`src/rtl/fifo_wr_arb_ctrl_pkg.sv`:
```
// Shared constants and requester IDs for the FIFO write-arbiter controller.
package fifo_wr_arb_ctrl_pkg;

    localparam int unsigned FIFO_DEPTH = 8;

    function automatic int unsigned addr_w(input int unsigned depth);
        return (depth < 2) ? 1 : $clog2(depth);
    endfunction

    localparam int unsigned FIFO_AW = addr_w(FIFO_DEPTH);
    // One extra wrap bit distinguishes full from empty when the address bits match.
    localparam int unsigned FIFO_PW = FIFO_AW + 1;

    typedef enum logic {
        REQ0 = 1'b0,
        REQ1 = 1'b1
    } req_id_e;

endpackage

```
`src/rtl/fifo_mem.sv`:
```
// Dual-port FIFO storage: write at w_clk edge, registered read data at r_clk edge.
// Latency: 1 cycle read. Backpressure: ignores writes when full and reads when empty.
module fifo_mem #(
    parameter int WIDTH = 4,
    parameter int DEPTH = 8,
    localparam int AW   = $clog2(DEPTH)
) (
    input  logic             w_clk,
    input  logic             r_clk,
    input  logic             wr_rq,
    input  logic [WIDTH-1:0] wdata,
    input  logic [AW-1:0]    waddr,
    input  logic             full,
    input  logic             rd_rq,
    input  logic [AW-1:0]    raddr,
    input  logic             empty,
    output logic [WIDTH-1:0] rdata
);

    logic [WIDTH-1:0] mem [DEPTH];

    always_ff @(posedge w_clk) begin
        if (wr_rq && !full) begin
            mem[waddr] <= wdata;
        end
    end

    always_ff @(posedge r_clk) begin
        if (rd_rq && !empty) begin
            rdata <= mem[raddr];
        end
    end

endmodule

```
`src/rtl/fifo_wr_arb_ctrl_rr_arb2.sv`:
```
// Two-way round-robin arbiter; grant is combinational from req and enable.
// Latency: 0 cycles. Backpressure: enable low suppresses all grants and freezes priority.
module rr_arb2
    import fifo_wr_arb_ctrl_pkg::*;
(
    input  logic       clk,
    input  logic       rst_n,
    input  logic [1:0] req,
    input  logic       enable,
    output logic [1:0] gnt
);

    req_id_e last_gnt_q;
    req_id_e last_gnt_d;

    always_comb begin
        gnt = 2'b00;
        if (enable) begin
            if (req == 2'b11) begin
                gnt = (last_gnt_q == REQ1) ? 2'b01 : 2'b10;
            end else begin
                gnt = req;
            end
        end
    end

    always_comb begin
        last_gnt_d = last_gnt_q;
        if (gnt[0]) begin
            last_gnt_d = REQ0;
        end else if (gnt[1]) begin
            last_gnt_d = REQ1;
        end
    end

    // Reset to REQ1 so producer 0 wins the first contended cycle.
    always_ff @(posedge clk or negedge rst_n) begin
        if (!rst_n) begin
            last_gnt_q <= REQ1;
        end else begin
            last_gnt_q <= last_gnt_d;
        end
    end

endmodule

```
`src/rtl/fifo_wr_arb_ctrl.sv`:
```
// FIFO controller with 2-producer round-robin write arbitration around fifo_mem.
// Latency: grants/rd_ack combinational, rdata and rd_valid one cycle after rd_ack.
// Backpressure: full blocks grants, empty blocks rd_ack. Optional FIFO_ERR_FLAGS_EN adds ovf/udf.
module fifo_wr_arb_ctrl
    import fifo_wr_arb_ctrl_pkg::*;
#(
    parameter int  WIDTH    = 4,
    parameter int  DEPTH    = FIFO_DEPTH,
    parameter int  AF_LEVEL = 6,
    localparam int AW       = addr_w(DEPTH),
    localparam int PW       = AW + 1
) (
    input  logic             clk,
    input  logic             rst_n,
    input  logic             req0,
    input  logic [WIDTH-1:0] data0,
    output logic             gnt0,
    input  logic             req1,
    input  logic [WIDTH-1:0] data1,
    output logic             gnt1,
    input  logic             rd_rq,
    output logic             rd_ack,
    output logic             rd_valid,
    output logic [WIDTH-1:0] rdata,
    output logic             mem_wr_rq,
    output logic [WIDTH-1:0] mem_wdata,
    output logic [AW-1:0]    mem_waddr,
    output logic             mem_rd_rq,
    output logic [AW-1:0]    mem_raddr,
    output logic             full,
    output logic             empty,
    output logic [PW-1:0]    count,
`ifdef FIFO_ERR_FLAGS_EN
    output logic             ovf,
    output logic             udf,
`endif
    output logic             almost_full
);

    logic [PW-1:0] wptr_q, wptr_d;
    logic [PW-1:0] rptr_q, rptr_d;
    logic [PW-1:0] count_q, count_d;
    logic          rd_valid_q;
    logic [1:0]    gnt;
    logic          wr_fire;

    // Flags come only from registered pointers, never from the requests.
    assign empty = (wptr_q == rptr_q);
    assign full  = (wptr_q[AW-1:0] == rptr_q[AW-1:0]) && (wptr_q[AW] != rptr_q[AW]);

    rr_arb2 u_arb (
        .clk    (clk),
        .rst_n  (rst_n),
        .req    ({req1, req0}),
        .enable (!full),
        .gnt    (gnt)
    );

    assign gnt0      = gnt[REQ0];
    assign gnt1      = gnt[REQ1];
    assign wr_fire   = gnt0 | gnt1;
    assign rd_ack    = rd_rq & ~empty;

    assign mem_wr_rq = wr_fire;
    assign mem_wdata = gnt1 ? data1 : data0;
    assign mem_waddr = wptr_q[AW-1:0];
    assign mem_rd_rq = rd_ack;
    assign mem_raddr = rptr_q[AW-1:0];

    assign count       = count_q;
    assign almost_full = (count_q >= PW'(AF_LEVEL));
    assign rd_valid    = rd_valid_q;

    always_comb begin
        wptr_d  = wptr_q;
        rptr_d  = rptr_q;
        count_d = count_q;
        if (wr_fire) begin
            wptr_d = wptr_q + PW'(1);
        end
        if (rd_ack) begin
            rptr_d = rptr_q + PW'(1);
        end
        case ({wr_fire, rd_ack})
            2'b10:   count_d = count_q + PW'(1);
            2'b01:   count_d = count_q - PW'(1);
            default: count_d = count_q;
        endcase
    end

    always_ff @(posedge clk or negedge rst_n) begin
        if (!rst_n) begin
            wptr_q     <= '0;
            rptr_q     <= '0;
            count_q    <= '0;
            rd_valid_q <= 1'b0;
        end else begin
            wptr_q     <= wptr_d;
            rptr_q     <= rptr_d;
            count_q    <= count_d;
            rd_valid_q <= rd_ack;
        end
    end

`ifdef FIFO_ERR_FLAGS_EN
    logic ovf_q, udf_q;

    always_ff @(posedge clk or negedge rst_n) begin
        if (!rst_n) begin
            ovf_q <= 1'b0;
            udf_q <= 1'b0;
        end else begin
            ovf_q <= ovf_q | ((req0 | req1) & full);
            udf_q <= udf_q | (rd_rq & empty);
        end
    end

    assign ovf = ovf_q;
    assign udf = udf_q;
`endif

    fifo_mem #(
        .WIDTH (WIDTH),
        .DEPTH (DEPTH)
    ) u_mem (
        .w_clk (clk),
        .r_clk (clk),
        .wr_rq (mem_wr_rq),
        .wdata (mem_wdata),
        .waddr (mem_waddr),
        .full  (full),
        .rd_rq (mem_rd_rq),
        .raddr (mem_raddr),
        .empty (empty),
        .rdata (rdata)
    );

endmodule

```
`config.mk`:
```
export PLATFORM = sky130hd
export DESIGN_NAME = fifo_wr_arb_ctrl
export DESIGN_NICKNAME = d
export VERILOG_FILES = /design/src/rtl/fifo_wr_arb_ctrl_pkg.sv /design/src/rtl/fifo_mem.sv /design/src/rtl/fifo_wr_arb_ctrl_rr_arb2.sv /design/src/rtl/fifo_wr_arb_ctrl.sv
export SDC_FILE = /design/constraint.sdc
export NUM_CORES = 1
export LEC_CHECK = 0
export CORE_MARGIN = 5
export CORE_UTILIZATION = 56
export DETAILED_ROUTE_END_ITERATION = 8
export GPL_ROUTABILITY_DRIVEN = 0
export PLACE_DENSITY = 0.92
export SETUP_SLACK_MARGIN = 0.4
export SYNTH_ARGS = -nofsm -noshare
export SYNTH_HDL_FRONTEND = slang
export SYNTH_SLANG_ARGS = --single-unit
```
`constraint.sdc`:
```
create_clock -name clk -period 8.1 [get_ports clk]
set_input_delay 1.62 -clock clk [delete_from_list [all_inputs] [get_ports clk]]
set_output_delay 1.62 -clock clk [all_outputs]
set_load 0.005 [all_outputs]
```
# Word level (Yosys, flattened, before mapping)
# Memory sizes are Yosys's and may differ from the RTL's. A register that Yosys moved wholly into a read port is not among the register bits.
# Index checks and enable logic that the tools add are counted.
# classes
n_bitwise	3
n_mux	9
eq_ne	6
n_lt_le_gt_ge	1
add_sub_neg	4
n_reduce_logical	7
# op_table
cell	n
4-bit by 1-bit adder with 4-bit output, second input constant	3
4-bit one-hot mux with 2 select lines	1
2-bit two-way mux	3
2-bit equality test, second input constant	2
4-bit equality test	1
4-bit by 3-bit greater-or-equal comparator with 1-bit output, second input constant	1
1-bit two-way mux	4
4-bit two-way mux	1
2-bit nonzero test	2
4-bit by 1-bit subtractor with 4-bit output, second input constant	1
3-bit equality test	1
1-bit logical AND	3
2-bit by 1-bit equality test with 1-bit output, second input constant	1
1-bit zero test	2
1-bit AND	1
1-bit inequality test	1
1-bit inverter	1
1-bit OR	1
# totals
wordCells	36
ram_bits	32
input_bits	13
memories	1
ff_bits	14
out_inout_bits	27
# memory_table
name	words	width	rd	rd_ports_with_merged_regs	wr	line_no	text
u_mem.mem	8	4	1	1	1	fifo_mem.sv:20	logic [WIDTH-1:0] mem [DEPTH];

# Logic depth before layout (Yosys ltp)
# Gate-level depths: netlist of run 1.
# logic_depth
ltp_word	7
mapped_depth	12
depth_no_buf	11

# Cells and area by module
# From an unflattened synthesis of run 1, not the netlist that was laid out.
# hier_totals
cells_unflattened	148
hier_area_um2	2303.5
# by_module_without_submodules
module	area_per_inst_um2	cells_each	n_inst
fifo_mem	1422.6	64	1
fifo_wr_arb_ctrl	818.3	76	1
rr_arb2	62.6	8	1

# Worst setup path after synthesis of run 1
# No wires, ideal clock.
# synth_timing
kind	input to output
startpoint	input port req0
endpoint	output port mem_wdata[0]
t_required_ns	6.480
n_path_buf	1
stages	4
slack_ns	4.207
arrival_ns	2.273
path_cell_list	nand2_1 -> and3_1 -> buf_6 -> mux2_4
# synth_via
elab_chain_cells	4
# synth_rtl
element	line_no	text
start: declaration	fifo_wr_arb_ctrl.sv:15	input logic req0,
2-bit equality test	fifo_wr_arb_ctrl_rr_arb2.sv:19	if (req == 2'b11) begin
2-bit two-way mux	fifo_wr_arb_ctrl_rr_arb2.sv:19	
2-bit two-way mux	fifo_wr_arb_ctrl_rr_arb2.sv:18	if (enable) begin
net gnt1	fifo_wr_arb_ctrl.sv:20	output logic gnt1,
4-bit two-way mux	fifo_wr_arb_ctrl.sv:65	assign mem_wdata = gnt1 ? data1 : data0;
end: declaration	fifo_wr_arb_ctrl.sv:26	output logic [WIDTH-1:0] mem_wdata,
# The timed path passes the listed nets, and every way through them passes these cells.

# Final worst setup path of run 1
# layout_timing
startpoint	input port req1
endpoint	output port mem_wdata[0]
# layout_via
elab_chain_cells	4
# layout_rtl
element	line_no	text
start: declaration	fifo_wr_arb_ctrl.sv:18	input logic req1,
2-bit equality test	fifo_wr_arb_ctrl_rr_arb2.sv:19	
2-bit two-way mux *	fifo_wr_arb_ctrl_rr_arb2.sv:19	
2-bit two-way mux *	fifo_wr_arb_ctrl_rr_arb2.sv:18	
4-bit two-way mux *	fifo_wr_arb_ctrl.sv:65	
# Mark *: on every way between the ends. The rest lies on a longest branch, timed or not.

==> results of run 1 <==
[path summary, 6_finish.rpt]
path                            from      endpoint  depth (start not counted)
max                             req1  mem_wdata[0]                          4
min                         count[3]      count[3]                          1
max reg2reg                rptr_q[0]      count[2]                         11
min reg2reg                 count[3]      count[3]                          1
max in group asynchronous      rst_n     rptr_q[1]                          1
min in group asynchronous      rst_n     rptr_q[3]                          1
[layer usage]
metal  wire (µm)  up-vias
met5           0        -
met4          46        0
met3         390        6
met2        2328       79
met1        1724      663
li1            -      617
[stage by stage]
| step | setup WS [ns] | cell area, µm² | total power, µW |
|---|---|---|---|
| 2_1_floorplan | 4.207 | 2306 | 765.9 |
| 3_3_place_gp | 3.118 | 2671 | 906.9 |
| 3_5_place_dp | 3.053 | 2671 | 937.9 |
| 4_1_cts | 3.043 | 2783 | 1113 |
| 5_1_grt | 2.975 | 2783 | 1175 |
| 6_report | 3.065 | 2783 | 1106 |
[state kept, by name, indices dropped and copies added (netlist names)]
register and count:
rptr_q 4, wptr_q 4, count 4, u_mem.mem 32, rd_valid 1, u_arb.last_gnt_q 1
u_mem.rdata 4
[cell families (layout without fill, tap and decap cells)]
kind of cell,Yosys count,count (layout),share of synthesized area (%)
muxes,19,19,13.84
adders and majority gates,5,5,2.713
AOI/OAI and AO/OA,13,13,4.179
and+or+nand+nor,34,34,7.271
DFF,50,50,62.13
buffers and inverters,18,52,4.612
xor gates and xnor gates,13,13,5.263
[layout make-up]
cell class / count / share of cell area (%)
Sequential cell: 50 / 51.48
Multi-Input combinational cell: 84 / 27.56
Timing Repair Buffer: 39 / 14.03
Clock buffer: 5 / 2.473
Tap cell: 50 / 2.248
Clock inverter: 3 / 1.529
Inverter: 5 / 0.6745
[Yosys cell counts (all sizes together), types with 2 or more instances]
library cell	number
xor2	5
ha	5
o311ai	2
edfxtp	36
nand2b	5
nor2	12
nor3	2
xnor2	8
a21oi	3
inv	5
mux4	8
mux2	11
dfrtp	13
o21ai	3
nand2	9
nand4	2
buf	12
[where the power goes]
part           internal [µW]  switching [µW]  total, µW  leakage [µW]
Combinational            258             199        457      0.000467
Sequential               382            93.8        476      0.000495
Clock                   92.1            82.0        174     0.0000562
Total                    732             375       1110       0.00102
[critical path, stage by stage]
cell             delay, ns
clkdlybuf4s50_1       0.54
and3_1                0.40
mux2_4                0.38
clkdlybuf4s50_1       0.47
==> results.py, run 1 <==
metrics = {
    "grt": {
        "grt_antenna_before_repair": 0,
        "grt-ovfl-total": 0,
        "grt_start_max_net_pins": 17,
        "grt_pass1_wl_mm": 7.107,
        "grt_pass1_vias": 1398,
        "use_met3_pct": 5.676,
        "met1_usage_pct": 21.84,
        "grtUsageTotal_pct": 18.38,
        "grt.busiest_layer": "met2",
        "grtUsageMet2_pct": 31.59,
    },
    "clocking": {
        "root_buffer": "clkbuf_8",
        "path_clk_slew_ns": 0.09,
        "holdBufCountCts": 0,
        "cts_buffers": 5,
        "max-clock-path-buffers": 2,
        "clock_sinks": 50,
        "clk_latency_ns": 0.31,
        "cts_tree": "built",
        "postCtsSetupBuffers": 0,
        "cts_max_level": 2,
        "cts_resized": 0,
    },
    "detailed_routing": {
        "wl_per_cell_um": 19.03,
        "ant_nets": 0,
        "num_vias": 1365,
        "wl_mm": 4.490,
        "routed_via_density": 5.784,
        "drc": 0,
        "drt_iter0_drc": 52,
        "dr.pass1.iters": 4,
    },
    "yosys": {
        "syn_nets": 170,
        "ys_warn_count": 0,
        "avgSynthCellArea_um2": 15.17,
        "synth_cell_types": 34,
        "synth_edf_count": 36,
        "synthTopCellsByArea": "edfxtp_1 47%, dfrtp_1 14%, mux4_2 7.8%",
        "async_flop_share_pct": 28.00,
        "synthFlopType": "edfxtp_1",
        "yosysSeqAreaShare_pct": 62.13,
        "yosysTopAreaCell": "edfxtp_1",
        "ys_ff_latch": 50,
        "yosysTopAreaCellShare_pct": 46.88,
        "synth.cell_area_um2": 2306,
        "synthCells": 152,
    },
    "cells_and_area": {
        "num-nets-final": 203,
        "antenna_cells": 0,
        "area_delta_synth_final_pct": 20.67,
        "fill_cells": 238,
        "multi_input_area_um2": 767.0,
        "drive_above_1_share_pct": 16.67,
        "fin_util_pct": 69.57,
        "mostFrequentLayoutCells": "39 x clkdlybuf4s50_1, 36 x edfxtp_1, 13 x dfrtp_1",
        "layout_commonest_cell": "clkdlybuf4s50_1",
        "seqCellArea_um2": 1433,
        "final_cells": 236,
    },
    "die": {
        "die_area_um2": 5501,
        "floorplan.die.width_um": 74.17,
        "start_util_pct": 57.65,
        "coreArea_um2": 4000,
        "die_h_um": 74.17,
        "ios": 40,
        "row_count": 23,
    },
    "placed_design": {
        "place_inst": 228,
        "placement.io_buffers": 39,
        "hpwl_mm": 3.279,
    },
    "sta": {
        "min_period_ns": 5.035,
        "finalHoldViolCount": 0,
        "fin_crit_sh_pct": 62.16,
        "setup_viol_count_final": 0,
        "slew_headroom_pct": 49.03,
        "clock_skew_ns": 0.008781,
        "fin_setup_tns_ns": 0,
        "worst_pin_slew_ns": 0.7586,
        "slew_violations": 0,
        "fmax_ghz": 0.1986,
        "rsz0062_at_grt": "false",
        "timing.hold.ws_ns": 0.4922,
    },
    "job": {
        "cap_violations": 0,
    },
    "power": {
        "p_per_area_nw_per_um2": 397.6,
        "peakVddDrop_uv": 262.3,
        "p_leak_uw": 0.001018,
    },
    "critical_path": {
        "cp_max_fo": 9,
        "cp.arrival_ns": 3.42,
        "crit_type": "primary input to primary output",
        "r2r_slack_ns": 4.94,
        "crit_path_end_kind": "primary output",
        "required_ns": 6.48,
        "startpoint_type": "primary input",
    },
    "min_path": {
        "min_path_type": "flop to flop",
    },
    "outcome": {
        "status": "completed",
    },
}
No activity file was read; power rests on OpenSTA's default activity.
==> run 2, diff against run 1 <==
- CORE_UTILIZATION: 56 -> 52
- PLACE_DENSITY: 0.92 -> 0.87
- clock period: 8.1 -> 4.8 ns (I/O delays scaled with it)
==> results.py, run 2 (synthesis results as in run 1) <==
metrics = {
    "critical_path": {
        "cp.depth": 4,
        "crit_path_end_kind": "primary output",
        "startpoint_type": "primary input",
        "cpPeakStageDelay_ns": 0.55,
        "r2r-end": "count[2]",
        "crit_slowest_cell": "clkdlybuf4s50_1",
        "required_ns": 3.84,
        "crit_top_cell": "clkdlybuf4s50_1",
        "r2r_slack_ns": 1.78,
        "crit_path_cell_trace": "clkdlybuf4s50_1 -> and3_1 -> mux2_4 -> clkdlybuf4s50_1",
        "path_delay_family": "buffers and inverters",
        "r2r_start": "rptr_q[1]",
        "crit_type": "primary input to primary output",
        "cp.arrival_ns": 2.75,
        "rr_worst_depth": 11,
        "critPathLaunch": "req1",
        "cp_max_fo": 9,
        "crit_buf_inv": 2,
        "timing.critical_path.to": "mem_wdata[1]",
    },
    "cells_and_area": {
        "fin_util_pct": 64.18,
        "finalInstanceArea_um2": 2775,
        "num-nets-final": 204,
        "drive_above_1_share_pct": 17.65,
        "mostFrequentLayoutCells": "39 x clkdlybuf4s50_1, 36 x edfxtp_1, 13 x dfrtp_1",
        "fill_cells": 325,
        "seqCellArea_um2": 1433,
        "area_delta_synth_final_pct": 20.35,
        "antenna_cells": 0,
        "layout_commonest_cell": "clkdlybuf4s50_1",
        "largest-register": "u_mem.mem",
        "multi_input_area_um2": 767.0,
        "largest_register_ff_count": 32,
    },
    "placed_design": {
        "hpwl_mm": 3.116,
        "dpl_cell_area_um2": 2681,
        "placement.io_buffers": 39,
    },
    "detailed_routing": {
        "dr.pass1.iters": 4,
        "drt_iter0_drc": 70,
        "routed_via_density": 5.506,
        "ant_nets": 0,
        "num_vias": 1316,
        "wl_mm": 4.254,
        "wl_per_cell_um": 17.80,
        "drc": 0,
    },
    "sta": {
        "slew_headroom_pct": 50.92,
        "fin_setup_tns_ns": 0,
        "worst_pin_slew_ns": 0.7306,
        "min_period_ns": 3.714,
        "rsz0062_at_grt": "false",
        "clock_skew_ns": 0.006629,
        "setup_viol_count_final": 0,
        "slew_violations": 0,
        "fmax_ghz": 0.2693,
        "finalHoldViolCount": 0,
        "fin_crit_sh_pct": 77.37,
    },
    "clocking": {
        "clk_latency_ns": 0.31,
        "cts_resized": 0,
        "cts_tree": "built",
        "cts_buffers": 5,
        "clock_sinks": 50,
        "max-clock-path-buffers": 2,
        "cts_max_level": 2,
        "holdBufCountCts": 0,
        "root_buffer": "clkbuf_8",
        "path_clk_slew_ns": 0.09,
        "postCtsSetupBuffers": 0,
    },
    "grt": {
        "grt_pass1_vias": 1389,
        "grt-ovfl-total": 0,
        "use_met3_pct": 5.437,
        "grt_antenna_before_repair": 0,
        "met1_usage_pct": 17.91,
        "grtUsageMet2_pct": 26.37,
        "grtUsageTotal_pct": 15.50,
        "grt_start_max_net_pins": 18,
        "grt_pass1_wl_mm": 6.920,
        "grt.busiest_layer": "met2",
    },
    "die": {
        "ios": 40,
        "coreArea_um2": 4324,
        "die_area_um2": 5866,
        "start_util_pct": 53.33,
        "floorplan.die.width_um": 76.59,
        "die_h_um": 76.59,
        "row_count": 24,
    },
    "power": {
        "p_leak_uw": 0.001011,
        "p_per_area_nw_per_um2": 655.1,
        "peakVddDrop_uv": 441.1,
    },
    "outcome": {
        "status": "completed",
    },
    "min_path": {
        "min_path_type": "flop to flop",
    },
    "job": {
        "cap_violations": 0,
    },
}
run 2: cell types whose count changed in the layout (fill, tap and decap cells not counted), sizes merged:
| cell | delta |
|---|---|
| bufinv | -1 |
| buf | +1 |
| clkinvlp | +1 |
run 2: worst min-delay path by stage:
stage	startpoint	end	slack, ns	cells after the start
after floorplan	count[3]	count[3]	0.48	1
after global placement	count[3]	count[3]	0.48	1
after detailed placement	count[3]	count[3]	0.51	1
after CTS	count[3]	count[3]	0.52	1
after global routing	count[3]	count[3]	0.53	1
final	count[3]	count[3]	0.51	1
run 2: area by class of cell:
class | count | area share [%]
clock inverters | 3 | 0.9017
well taps | 52 | 2.344
inverters | 5 | 0.6763
clock buffers | 5 | 2.480
flip-flops and latches | 50 | 51.62
repair buffers | 40 | 14.34
multi-input cells | 84 | 27.64
run 2: through the flow:
stage	hold slack, ns	power, µW	setup slack [ns]	instances
floorplan	0.4811	1292	2.182	152
global placement	0.4781	1544	1.130	231
detailed placement	0.5051	1588	1.081	231
CTS	0.5225	1839	1.077	239
global route	0.5301	1943	1.015	239
finish	0.5082	1818	1.086	239
run 2: report_power, final:
part / internal, µW / switching [µW] / leakage [µW]
Sequential: 645 / 131 / 0.000495
Combinational: 443 / 348 / 0.000471
Clock: 105 / 146 / 0.0000447
Total: 1190 / 626 / 0.00101
run 2: routing by layer:
layer | wire (µm) | part of all wire [%]
met3 | 242 | 5.7
met1 | 1826 | 43
met4 | 28 | 0.66
met2 | 2156 | 51
met5 | 0 | 0
